===== src/rtl/sram_arbiter_pkg.sv =====
// ---------------------------------------------------------------------------
// sram_arbiter_pkg
// Shared definitions for the SRAM port arbiter: FSM state encoding and the
// requester identifiers used for gnt / last_gnt.
// ---------------------------------------------------------------------------
package sram_arbiter_pkg;

  typedef enum logic {
    ST_IDLE = 1'b0,
    ST_BUSY = 1'b1
  } state_e;

  // Requester identifiers: 0 = data-side cache controller, 1 = instruction fetch.
  localparam logic REQ_D = 1'b0;
  localparam logic REQ_I = 1'b1;

endpackage


===== src/rtl/sram_arbiter_if.sv =====
// ---------------------------------------------------------------------------
// sram_arbiter_if
// Bundles the two requester ports and the SRAM controller port of the arbiter.
//   d_*    : data-side requester (read/write), ready/read data back
//   i_*    : instruction-fetch requester (read only), ready/read data back
//   sram_* : single SRAM controller port
// Modports:
//   slave  : the arbiter's view (takes requests and SRAM responses)
//   master : the surrounding system's view (requesters plus SRAM controller)
// ---------------------------------------------------------------------------
interface sram_arbiter_if;

  logic [31:0] d_address;
  logic [31:0] d_write_data;
  logic        d_r_en;
  logic        d_w_en;
  logic [63:0] d_read_data;
  logic        d_ready;

  logic [31:0] i_address;
  logic        i_r_en;
  logic [63:0] i_read_data;
  logic        i_ready;

  logic [31:0] sram_address;
  logic [31:0] sram_write_data;
  logic        sram_write_en;
  logic        sram_read_en;
  logic [63:0] sram_read_data;
  logic        sram_ready;

  modport slave (
    input  d_address, d_write_data, d_r_en, d_w_en,
    input  i_address, i_r_en,
    input  sram_read_data, sram_ready,
    output d_read_data, d_ready, i_read_data, i_ready,
    output sram_address, sram_write_data, sram_write_en, sram_read_en
  );

  modport master (
    output d_address, d_write_data, d_r_en, d_w_en,
    output i_address, i_r_en,
    output sram_read_data, sram_ready,
    input  d_read_data, d_ready, i_read_data, i_ready,
    input  sram_address, sram_write_data, sram_write_en, sram_read_en
  );

endinterface


===== src/rtl/sram_arbiter_arb_pick2.sv =====
// ---------------------------------------------------------------------------
// arb_pick2
// Combinational two-way picker.
//   req0, req1 : request terms of requester 0 (data) and 1 (instruction)
//   last_gnt   : requester granted most recently
//   winner     : selected requester (REQ_D / REQ_I), meaningful when valid
//   valid      : at least one request present
// FIXED_PRIO=1 lets requester 0 win every contention; otherwise the
// requester that was not granted last wins.
// ---------------------------------------------------------------------------
module arb_pick2
  import sram_arbiter_pkg::*;
#(
  parameter int FIXED_PRIO = 0
) (
  input  logic req0,
  input  logic req1,
  input  logic last_gnt,
  output logic winner,
  output logic valid
);

  always_comb begin
    // NOTE: every output gets a default first so no path leaves it unassigned,
    // which would otherwise infer a latch.
    winner = REQ_D;
    valid  = req0 | req1;
    if (req0 && req1) begin
      winner = (FIXED_PRIO != 0) ? REQ_D : ~last_gnt;
    end else if (req1) begin
      winner = REQ_I;
    end
  end

endmodule


===== src/rtl/sram_arbiter.sv =====
// ---------------------------------------------------------------------------
// sram_arbiter
// Shares the single SRAM controller port between the data-side cache
// controller (requester 0, read/write) and the instruction-fetch path
// (requester 1, read only). The winning request is latched and held on the
// SRAM side until sram_ready; every transaction is followed by one IDLE
// turnaround cycle in which pending requests are re-arbitrated.
// Ports:
//   clk, rst    : clock, synchronous active-high reset
//   bus         : sram_arbiter_if.slave (requesters + SRAM controller)
//   timeout_err : sticky flag, a transaction stalled WD_LIMIT busy cycles
// ---------------------------------------------------------------------------
module sram_arbiter
  import sram_arbiter_pkg::*;
#(
  parameter int FIXED_PRIO = 0,
  parameter int WD_WIDTH   = 8,
  parameter int WD_LIMIT   = 200
) (
  input  logic          clk,
  input  logic          rst,
  sram_arbiter_if.slave bus,
  output logic          timeout_err
);

  localparam logic [WD_WIDTH-1:0] WD_LIMIT_V = WD_WIDTH'(WD_LIMIT);

  state_e              state;
  logic                gnt;
  logic                last_gnt;
  logic                op_wr;
  logic [31:0]         addr_q;
  logic [31:0]         wdata_q;
  logic [WD_WIDTH-1:0] wd_cnt;

  logic req0, req1;
  logic pick_winner, pick_valid;
  logic busy, done;

  // Both enables high from the data side counts as a write.
  assign req0 = bus.d_r_en | bus.d_w_en;
  assign req1 = bus.i_r_en;

  arb_pick2 #(
    .FIXED_PRIO(FIXED_PRIO)
  ) u_pick (
    .req0    (req0),
    .req1    (req1),
    .last_gnt(last_gnt),
    .winner  (pick_winner),
    .valid   (pick_valid)
  );

  always_ff @(posedge clk) begin
    // NOTE: state registers use non-blocking assignments so every register
    // samples pre-edge values regardless of statement order.
    if (rst) begin
      state       <= ST_IDLE;
      gnt         <= REQ_D;
      last_gnt    <= REQ_I;  // requester 0 wins the first contention
      op_wr       <= 1'b0;
      addr_q      <= '0;
      wdata_q     <= '0;
      wd_cnt      <= '0;
      timeout_err <= 1'b0;
    end else begin
      if (wd_cnt == WD_LIMIT_V) timeout_err <= 1'b1;
      unique case (state)
        ST_IDLE: begin
          if (pick_valid) begin
            state    <= ST_BUSY;
            gnt      <= pick_winner;
            last_gnt <= pick_winner;
            wd_cnt   <= '0;
            if (pick_winner == REQ_D) begin
              op_wr   <= bus.d_w_en;
              addr_q  <= bus.d_address;
              wdata_q <= bus.d_write_data;
            end else begin
              op_wr   <= 1'b0;
              addr_q  <= bus.i_address;
              wdata_q <= '0;
            end
          end
        end
        ST_BUSY: begin
          if (bus.sram_ready) begin
            state <= ST_IDLE;
          end else if (wd_cnt != '1) begin
            wd_cnt <= wd_cnt + 1'b1;
          end
        end
        default: state <= ST_IDLE;
      endcase
    end
  end

  assign busy = (state == ST_BUSY);
  assign done = busy & bus.sram_ready;

  // SRAM side: driven from latched values only, zero outside BUSY.
  assign bus.sram_address    = busy ? addr_q : '0;
  assign bus.sram_write_en   = busy & op_wr;
  assign bus.sram_read_en    = busy & ~op_wr;
  assign bus.sram_write_data = (busy & op_wr) ? wdata_q : '0;

  // Ready is high for an idle requester and in its completion cycle only.
  assign bus.d_ready     = ~req0 | (done & (gnt == REQ_D));
  assign bus.i_ready     = ~req1 | (done & (gnt == REQ_I));
  assign bus.d_read_data = (done & (gnt == REQ_D)) ? bus.sram_read_data : '0;
  assign bus.i_read_data = (done & (gnt == REQ_I)) ? bus.sram_read_data : '0;

endmodule


===== src/flat_wrapper.sv =====
// flat-port wrapper written by rule: the top's interface ports become plain ports
module sram_arbiter_flat import sram_arbiter_pkg::*;
#(
  parameter int FIXED_PRIO = 0,
  parameter int WD_WIDTH   = 8,
  parameter int WD_LIMIT   = 200
)
  (clk, rst, timeout_err, bus_d_address, bus_d_write_data, bus_d_r_en, bus_d_w_en, bus_i_address, bus_i_r_en, bus_sram_read_data, bus_sram_ready, bus_d_read_data, bus_d_ready, bus_i_read_data, bus_i_ready, bus_sram_address, bus_sram_write_data, bus_sram_write_en, bus_sram_read_en);
  sram_arbiter_if bus_i ();
  input  logic clk;
  input  logic rst;
  output logic timeout_err;
  input wire logic [$bits(bus_i.d_address)-1:0] bus_d_address;
  input wire logic [$bits(bus_i.d_write_data)-1:0] bus_d_write_data;
  input wire logic [$bits(bus_i.d_r_en)-1:0] bus_d_r_en;
  input wire logic [$bits(bus_i.d_w_en)-1:0] bus_d_w_en;
  input wire logic [$bits(bus_i.i_address)-1:0] bus_i_address;
  input wire logic [$bits(bus_i.i_r_en)-1:0] bus_i_r_en;
  input wire logic [$bits(bus_i.sram_read_data)-1:0] bus_sram_read_data;
  input wire logic [$bits(bus_i.sram_ready)-1:0] bus_sram_ready;
  output wire logic [$bits(bus_i.d_read_data)-1:0] bus_d_read_data;
  output wire logic [$bits(bus_i.d_ready)-1:0] bus_d_ready;
  output wire logic [$bits(bus_i.i_read_data)-1:0] bus_i_read_data;
  output wire logic [$bits(bus_i.i_ready)-1:0] bus_i_ready;
  output wire logic [$bits(bus_i.sram_address)-1:0] bus_sram_address;
  output wire logic [$bits(bus_i.sram_write_data)-1:0] bus_sram_write_data;
  output wire logic [$bits(bus_i.sram_write_en)-1:0] bus_sram_write_en;
  output wire logic [$bits(bus_i.sram_read_en)-1:0] bus_sram_read_en;
  assign bus_i.d_address = bus_d_address;
  assign bus_i.d_write_data = bus_d_write_data;
  assign bus_i.d_r_en = bus_d_r_en;
  assign bus_i.d_w_en = bus_d_w_en;
  assign bus_i.i_address = bus_i_address;
  assign bus_i.i_r_en = bus_i_r_en;
  assign bus_i.sram_read_data = bus_sram_read_data;
  assign bus_i.sram_ready = bus_sram_ready;
  assign bus_d_read_data = bus_i.d_read_data;
  assign bus_d_ready = bus_i.d_ready;
  assign bus_i_read_data = bus_i.i_read_data;
  assign bus_i_ready = bus_i.i_ready;
  assign bus_sram_address = bus_i.sram_address;
  assign bus_sram_write_data = bus_i.sram_write_data;
  assign bus_sram_write_en = bus_i.sram_write_en;
  assign bus_sram_read_en = bus_i.sram_read_en;
  sram_arbiter #(.FIXED_PRIO(FIXED_PRIO), .WD_WIDTH(WD_WIDTH), .WD_LIMIT(WD_LIMIT)) u_core (.clk(clk), .rst(rst), .bus(bus_i), .timeout_err(timeout_err));
endmodule

===== config.mk =====
export PLATFORM = sky130hd
export DESIGN_NAME = sram_arbiter_flat
export DESIGN_NICKNAME = d
export VERILOG_FILES = /design/src/rtl/sram_arbiter_pkg.sv /design/src/rtl/sram_arbiter_if.sv /design/src/rtl/sram_arbiter_arb_pick2.sv /design/src/rtl/sram_arbiter.sv /design/src/flat_wrapper.sv
export SDC_FILE = /design/constraint.sdc
export NUM_CORES = 1
export LEC_CHECK = 0
export CORE_AREA = 2 2 141 143
export CTS_BUF_LIST = sky130_fd_sc_hd__clkbuf_16
export DETAILED_ROUTE_END_ITERATION = 10
export DIE_AREA = 0 0 143 145
export GPL_ROUTABILITY_DRIVEN = 0
export GPL_TIMING_DRIVEN = 0
export HOLD_SLACK_MARGIN = 0.06
export PLACE_DENSITY = 0.7
export SYNTH_ARGS = -nofsm -noshare
export SYNTH_HDL_FRONTEND = slang
export SYNTH_HIERARCHICAL = 1
export SYNTH_SLANG_ARGS = --single-unit

===== constraint.sdc =====
create_clock -name clk -period 2.85 [get_ports clk]
set_input_delay 0.4275 -clock clk [delete_from_list [all_inputs] [get_ports clk]]
set_output_delay 0.4275 -clock clk [all_outputs]
set_load 0.005 [all_outputs]

==> results of run 1 <==
## path summary, 6_finish.rpt
path              slack (ns)             endpoint               from
setup / recovery        0.06  bus_i_read_data[16]     bus_sram_ready
hold / removal          0.45    u_core/wdata_q[3]  u_core/wdata_q[3]
hold reg to reg         0.45    u_core/wdata_q[3]  u_core/wdata_q[3]
setup reg to reg        1.29    u_core/addr_q[29]    u_core/last_gnt
## flip-flops by register name, indices dropped and copies added, names as in the netlist
signal              count
u_core/wdata_q         32
u_core/last_gnt         1
u_core/addr_q          32
u_core/op_wr            1
u_core/wd_cnt           8
u_core/busy             1
u_core/timeout_err      1
u_core/gnt              1
## Yosys cell counts
cell type / n
and2_1: 161
dfxtp_1: 77
nand2_1: 73
a21oi_1: 39
and3_1: 34
clkbuf_1: 34
a211oi_1: 33
nor2_1: 33
mux2i_1: 32
buf_2: 19
nand3_1: 6
inv_1: 4
nand2b_1: 4
a31oi_1: 3
nor2b_1: 3
o211ai_1: 3
o21ai_0: 3
ha_1: 2
nand4_1: 2
o31ai_1: 2
or4_1: 2
a21boi_1: 1
a21o_1: 1
clkbuf_2: 1
nand2b_2: 1
nand3_2: 1
nand4b_1: 1
nand4bb_1: 1
nor2_2: 1
nor3_1: 1
nor3b_1: 1
nor4_1: 1
nor4b_1: 1
o21a_1: 1
o21bai_4: 1
or2_1: 1
or2_2: 1
or3_1: 1
## area by class of cell
| class | count | area (sq um) |
|---|---|---|
| tap | 265 | 331.6 |
| clock inverter | 7 | 82.58 |
| multi-input combinational | 451 | 2716 |
| antenna | 1 | 2.502 |
| clock buffer | 9 | 225.2 |
| inverter | 4 | 15.01 |
| fill | 1925 | 10400 |
| sequential | 77 | 1541 |
| timing repair buffer | 363 | 3631 |
| buffer | 54 | 260.3 |
## power by group through the flow
stage / Combinational [uW] / Clock [uW] / Sequential, uW
after floorplan: 338 / 0 / 1220
after global placement: 843 / 0 / 1230
after detailed placement: 849 / 0 / 1230
after CTS: 858 / 1230 / 1210
after global routing: 928 / 1280 / 1220
final: 851 / 1190 / 1210
## worst max-delay path, stage by stage
cell,delay (ns)
clkdlybuf4s50_1,0.55
and3_1,0.21
clkbuf_4,0.22
clkbuf_2,0.23
and2_1,0.20
clkdlybuf4s50_1,0.52
## cell families after synthesis
group	Yosys count
buf+inv	58
compound gates	87
flops	77
mux	32
fa+ha+maj	2
simple gates	330
## repair_timing
action,CTS,global route
setup endpoints to repair,120,45
pin swaps,1,1
setup buffers,1,0
gates resized for setup,16,13
## per-stage QoR
stage / util (%) / cell area [sq um]
after global routing: 45.83 / 8803
after floorplan: - / 4496
after CTS: 45.78 / 8793
after detailed placement: 44.00 / 8451
after global placement: 44.00 / 8451
final: 45.85 / 8806
## layer usage
metal | up-vias | GRT usage, % | wire length, um
met4 | 8 | 2.673 | 123
met1 | 2442 | 24.54 | 8978
li1 | 2698 | - | -
met3 | 17 | 7.261 | 1687
met2 | 180 | 30.74 | 9222
met5 | - | 0 | 52
==> impl_metrics.csv, run 1 <==
group,metric,value,unit
placement,io_buffer_count,362,
timing,fmax,0.3581,GHz
timing,relSlewSlack,57.11,%
job,drv_cap,0,
clock_network,path_clk_slew,0.07,ns
route,num_vias,5345,
finish,layout_commonest_cell,"clkdlybuf4s50_1",
grt,grt_max_degree,16,
logic_synthesis,ys_seq_area_share,34.29,%
worst_setup_path,crit_path_start_kind,"primary input",
timing,whs,0.4491,ns
logic_synthesis,synthDistinctLibCells,38,
finish,layout_common_cells,"362 x clkdlybuf4s50_1, 161 x and2_1, 77 x dfxtp_1, 73 x nand2_1, 39 x a21oi_1",
clock_network,cts_tree,"done",
logic_synthesis,postSynthAreaPerCell,7.672,sq um
timing,rsz0062_at_grt,"no",
logic_synthesis,syn-cell-area,4496,sq um
logic_synthesis,synthAdderAreaFrac,0.5566,%
route,viasPerCell,4.342,
grt,gr-total-overflow,0,
pwr,pwr-share-comb,26.2,%
worst_setup_path,critPathKind,"primary input to primary output",
timing,finalSetupViolCount,0,
pwr,peakVddDrop,312.6,uV
worst_setup_path,arrival,2.36,ns
route,dr.pass1.iters,4,
logic_synthesis,synthMuxAreaShare,7.125,%
grt,grt_usage,19.01,%
clock_network,cts_root_buf,"clkbuf_16",
timing,skew,0.006295,ns
pwr,internal_power,2345,uW
worst_setup_path,r2r.worst_path.cells,5,
min_path,min_path_cells,2,
worst_setup_path,endpoint_kind,"primary output",
pwr,pwr-share-seq,37.2,%
route,ant_nets,0,
logic_synthesis,yosysWarnings,6,
logic_synthesis,synthTopCellsByArea,"dfxtp_1 34%, and2_1 22%, mux2i_1 7.1%, nand2_1 6.1%, a211oi_1 5.5%",
finish,nNetsFinal,1128,
finish,drive_gt1_share,5.803,%
min_path,hold_class,"flop to flop",
floorplanning,ios,363,
grt,grt_pass1_wl,30300,um
floorplanning,die_w,143,um
placement,pre_cts_slack,-0.3427,ns
clock_network,postCtsHoldBufs,0,
pwr,swShare,27.76,%
timing,period_share,97.98,%
pwr,p_per_area,368.7,nW/um^2
logic_synthesis,synth_compound_area_share,12.36,%
timing,finalCriticalPeriod,2.792,ns
clock_network,cts_buffer_depth,2,
timing,setup_tns,0,ns
pwr,p_switching,901.5,uW
floorplanning,row_count,51,
floorplanning,initial_core_util,23.41,%
route,drt_iter0_drc,204,
clock_network,cts_sinks,77,
grt,antenna_found_initial,5,
timing,slew_viol_final,0,
clock_network,clkLatencyLatePin,0.34,ns
route,wl_per_cell,16.30,um
pwr,p_clk_share,36.6,%
logic_synthesis,synthXorXnorAreaFrac,0,%
floorplanning,die_area,20740,sq um
pwr,p_total,3247,uW
worst_setup_path,crit_fanout,10,
route,routed_wl,20060,um
grt,grt_pass1_vias,5217,
timing,hold_viol,0,
logic_synthesis,syn_nets,754,
finish,syn_to_final_growth,95.88,%
logic_synthesis,synthCells,586,
timing,setup_slack,0.05770,ns
route,drc,0,
clock_network,cts_buffers,9,
logic_synthesis,synth_top_area_share,34.29,%
logic_synthesis,synth-simple-area-share,40.27,%
placement,dp_hpwl,16600,um
status,outcome,"finished, final reports clean",
floorplanning,core,19210,sq um
pwr,leakage,0.003449,uW
timing,tightest_slew,0.6434,ns
worst_setup_path,required,2.42,ns
finish,fin_cells,1231,
logic_synthesis,synth_top_family_by_area,"simple AND/OR/NAND/NOR gates",
logic_synthesis,synth_top_area_cell,"dfxtp_1",
floorplanning,die_h,145,um
placement,place_inst,1213,
logic_synthesis,ys_ff_latch,77,
clock_network,htree_num_levels,3,
(Power assumes the default switching activity.)
==> run 2: changes to the inputs <==
CORE_AREA = 2 2 139 141   (was 2 2 141 143)
DIE_AREA = 0 0 141 143   (was 0 0 143 145)
PLACE_DENSITY = 0.71   (was 0.7)
SYNTH_HIERARCHICAL = default   (was 1)
==> run 2 against run 1 <==
Hold slack better by 0.034 ns. Wire length up 2.7%. Clock power is essentially flat. Via count decreased by 0.17%. Sequential share of layout area increased by 0.25 points. Cell count is 4.7% lower. Sequential cell count did not move. First-iteration DRC count fell by 28%. Critical path depth grew 1. Utilization rose by 0.87 points. Count of clock-buffer cells in the layout stayed put. Sequential power hardly changed.
==> impl_metrics.csv, run 2 <==
group,metric,value,unit
worst_setup_path,arrival,2.22,ns
grt,use_met1,20.01,%
placement,io_buffer_count,361,
timing,whs,0.4833,ns
logic_synthesis,ys_seq_area_share,35.13,%
placement,dp_hpwl,16730,um
timing,fmax,0.3771,GHz
min_path,min_path_cells,2,
grt,grt-busiest-layer,"met2",
logic_synthesis,synth_most_common_cell,"and2_1",
finish,top_regs,"u_core.addr_q (32), u_core.wdata_q (32), u_core.wd_cnt (8)",
grt,grt_use_met3,5.567,%
logic_synthesis,synthCells,551,
finish,layout_commonest_cell,"clkdlybuf4s50_1",
logic_synthesis,syn-cell-area,4388,sq um
finish,drive_gt1_share,5.585,%
timing,setup_tns,0,ns
timing,skew,0.005948,ns
logic_synthesis,synth-edff-count,0,
finish,layout_common_cells,"360 x clkdlybuf4s50_1, 161 x and2_1, 77 x dfxtp_1, 40 x nor2_1",
grt,antenna_found_initial,7,
grt,grt_usage,19.40,%
floorplanning,core,18580,sq um
worst_setup_path,endpoint_kind,"primary output",
route,wl_per_cell,17.56,um
finish,fin_cells,1173,
timing,slew_viol_final,0,
clock_network,path_clk_slew,0.07,ns
timing,tightest_slew,0.5232,ns
route,drt_iter0_drc,146,
worst_setup_path,crit_fanout,10,
timing,rsz0062_at_grt,"no",
logic_synthesis,async_flop_share,0,%
route,dr.pass1.iters,4,
status,outcome,"finished, final reports clean",
route,viasPerCell,4.549,
clock_network,cts_root_buf,"clkbuf_16",
worst_setup_path,crit_path_start_kind,"flop",
timing,hold_viol,0,
logic_synthesis,synthTopCellsByCount,"161 x and2_1, 77 x dfxtp_1, 41 x nor2_1",
timing,relSlewSlack,65.12,%
pwr,leakage,0.003579,uW
clock_network,cts_sinks,77,
floorplanning,row_count,50,
logic_synthesis,synthTopCellsByArea,"dfxtp_1 35%, and2_1 23%, mux2i_1 7.5%, a22oi_1 5.5%, and3_1 5.3%",
clock_network,cts_buffer_depth,2,
clock_network,cts_tree,"done",
grt,grt_max_degree,16,
pwr,peakVddDrop,242.9,uV
logic_synthesis,ys_ff_latch,77,
route,routed_wl,20600,um
grt,grt_pass1_vias,5211,
worst_setup_path,critPathKind,"flop to primary output",
pwr,p_per_area,372.7,nW/um^2
finish,syn_to_final_growth,97.80,%
placement,place_inst,1146,
clock_network,htree_num_levels,3,
logic_synthesis,synth_top_area_cell,"dfxtp_1",
logic_synthesis,yosysWarnings,0,
logic_synthesis,syn_nets,719,
route,ant_nets,0,
finish,nNetsFinal,1094,
timing,finalCriticalPeriod,2.652,ns
clock_network,clkLatencyLatePin,0.33,ns
logic_synthesis,synth_top_area_share,35.13,%
logic_synthesis,synthDistinctLibCells,39,
floorplanning,die_w,141,um
floorplanning,initial_core_util,23.62,%
clock_network,cts_buffers,9,
grt,met2_usage,36.12,%
floorplanning,die_area,20160,sq um
grt,gr-total-overflow,0,
timing,period_share,93.05,%
logic_synthesis,postSynthAreaPerCell,7.964,sq um
worst_setup_path,r2r.worst_path.cells,6,
floorplanning,die_h,143,um
worst_setup_path,required,2.42,ns
job,drv_cap,0,
route,drc,0,
min_path,hold_class,"flop to flop",
grt,grt_pass1_wl,29880,um
logic_synthesis,synth-main-ff-cell,"dfxtp_1",
route,num_vias,5336,
floorplanning,ios,363,
timing,finalSetupViolCount,0,
[run 2: critical path: stages, from the launching register on]
cell             delay [ns]
dfxtp_1                0.34
buf_4                  0.20
nand2_1                0.13
nor2_4                 0.16
buf_4                  0.15
clkbuf_2               0.18
and2_1                 0.21
clkdlybuf4s50_1        0.52
[run 2: final cells by class]
type                       instances  area [sq um]
multi-input combinational        417          2619
clock buffer                       9         225.2
fill                            1868          9901
sequential                        77          1541
buffer                            51         240.2
tap                              234         292.8
inverter                           6         22.52
clock inverter                     7         80.08
antenna                            8         20.02
timing repair buffer             364          3638
[run 2: cell families after synthesis]
group / share of synthesized area (%)
buffers and inverters: 5.361
AOI/OAI and AO/OA: 16.11
adders and majority gates: 0.5702
and+or+nand+nor: 35.04
muxes: 7.784
DFF: 35.13
[run 2: path summary, 6_finish.rpt]
path	startpoint	endpoint	slack, ns
hold reg to reg	u_core.timeout_err	u_core.timeout_err	0.48
hold / removal	u_core.timeout_err	u_core.timeout_err	0.48
setup / recovery	u_core.busy	bus_d_read_data[50]	0.20
setup reg to reg	u_core.wd_cnt[0]	u_core.wd_cnt[2]	1.24
[run 2: power by group]
part | switching, uW | leakage, uW | internal [uW]
sequential | 40.4 | 0.000636 | 1160
combinational | 352 | 0.00279 | 485
clock | 500 | 0.000149 | 693
[run 2: what timing repair did]
item / 4_1_cts / 5_1_grt
pin swaps: 1 / 0
hold buffers: 0 / 0
resized for setup: 17 / 7
setup endpoints to repair: 129 / 105
buffers inserted: 3 / 0
[run 2: routing by layer]
| metal | vias up | share of wire (%) |
|---|---|---|
| li1 | 2638 | - |
| met1 | 2448 | 37 |
| met2 | 231 | 54 |
| met3 | 19 | 6.8 |
| met4 | 0 | 2.1 |
| met5 | - | 0 |
[run 2: stage by stage]
stage	setup slack, ns	area [sq um]	utilization [%]	total power [uW]
6_report	0.1980	8680	46.71	3235
4_1_cts	0.006022	8651	46.56	3257
2_1_floorplan	1.171	4388	-	1543
3_5_place_dp	-0.7585	8294	44.64	2056
5_1_grt	0.02598	8677	46.70	3385
3_3_place_gp	-0.7940	8294	44.64	2048
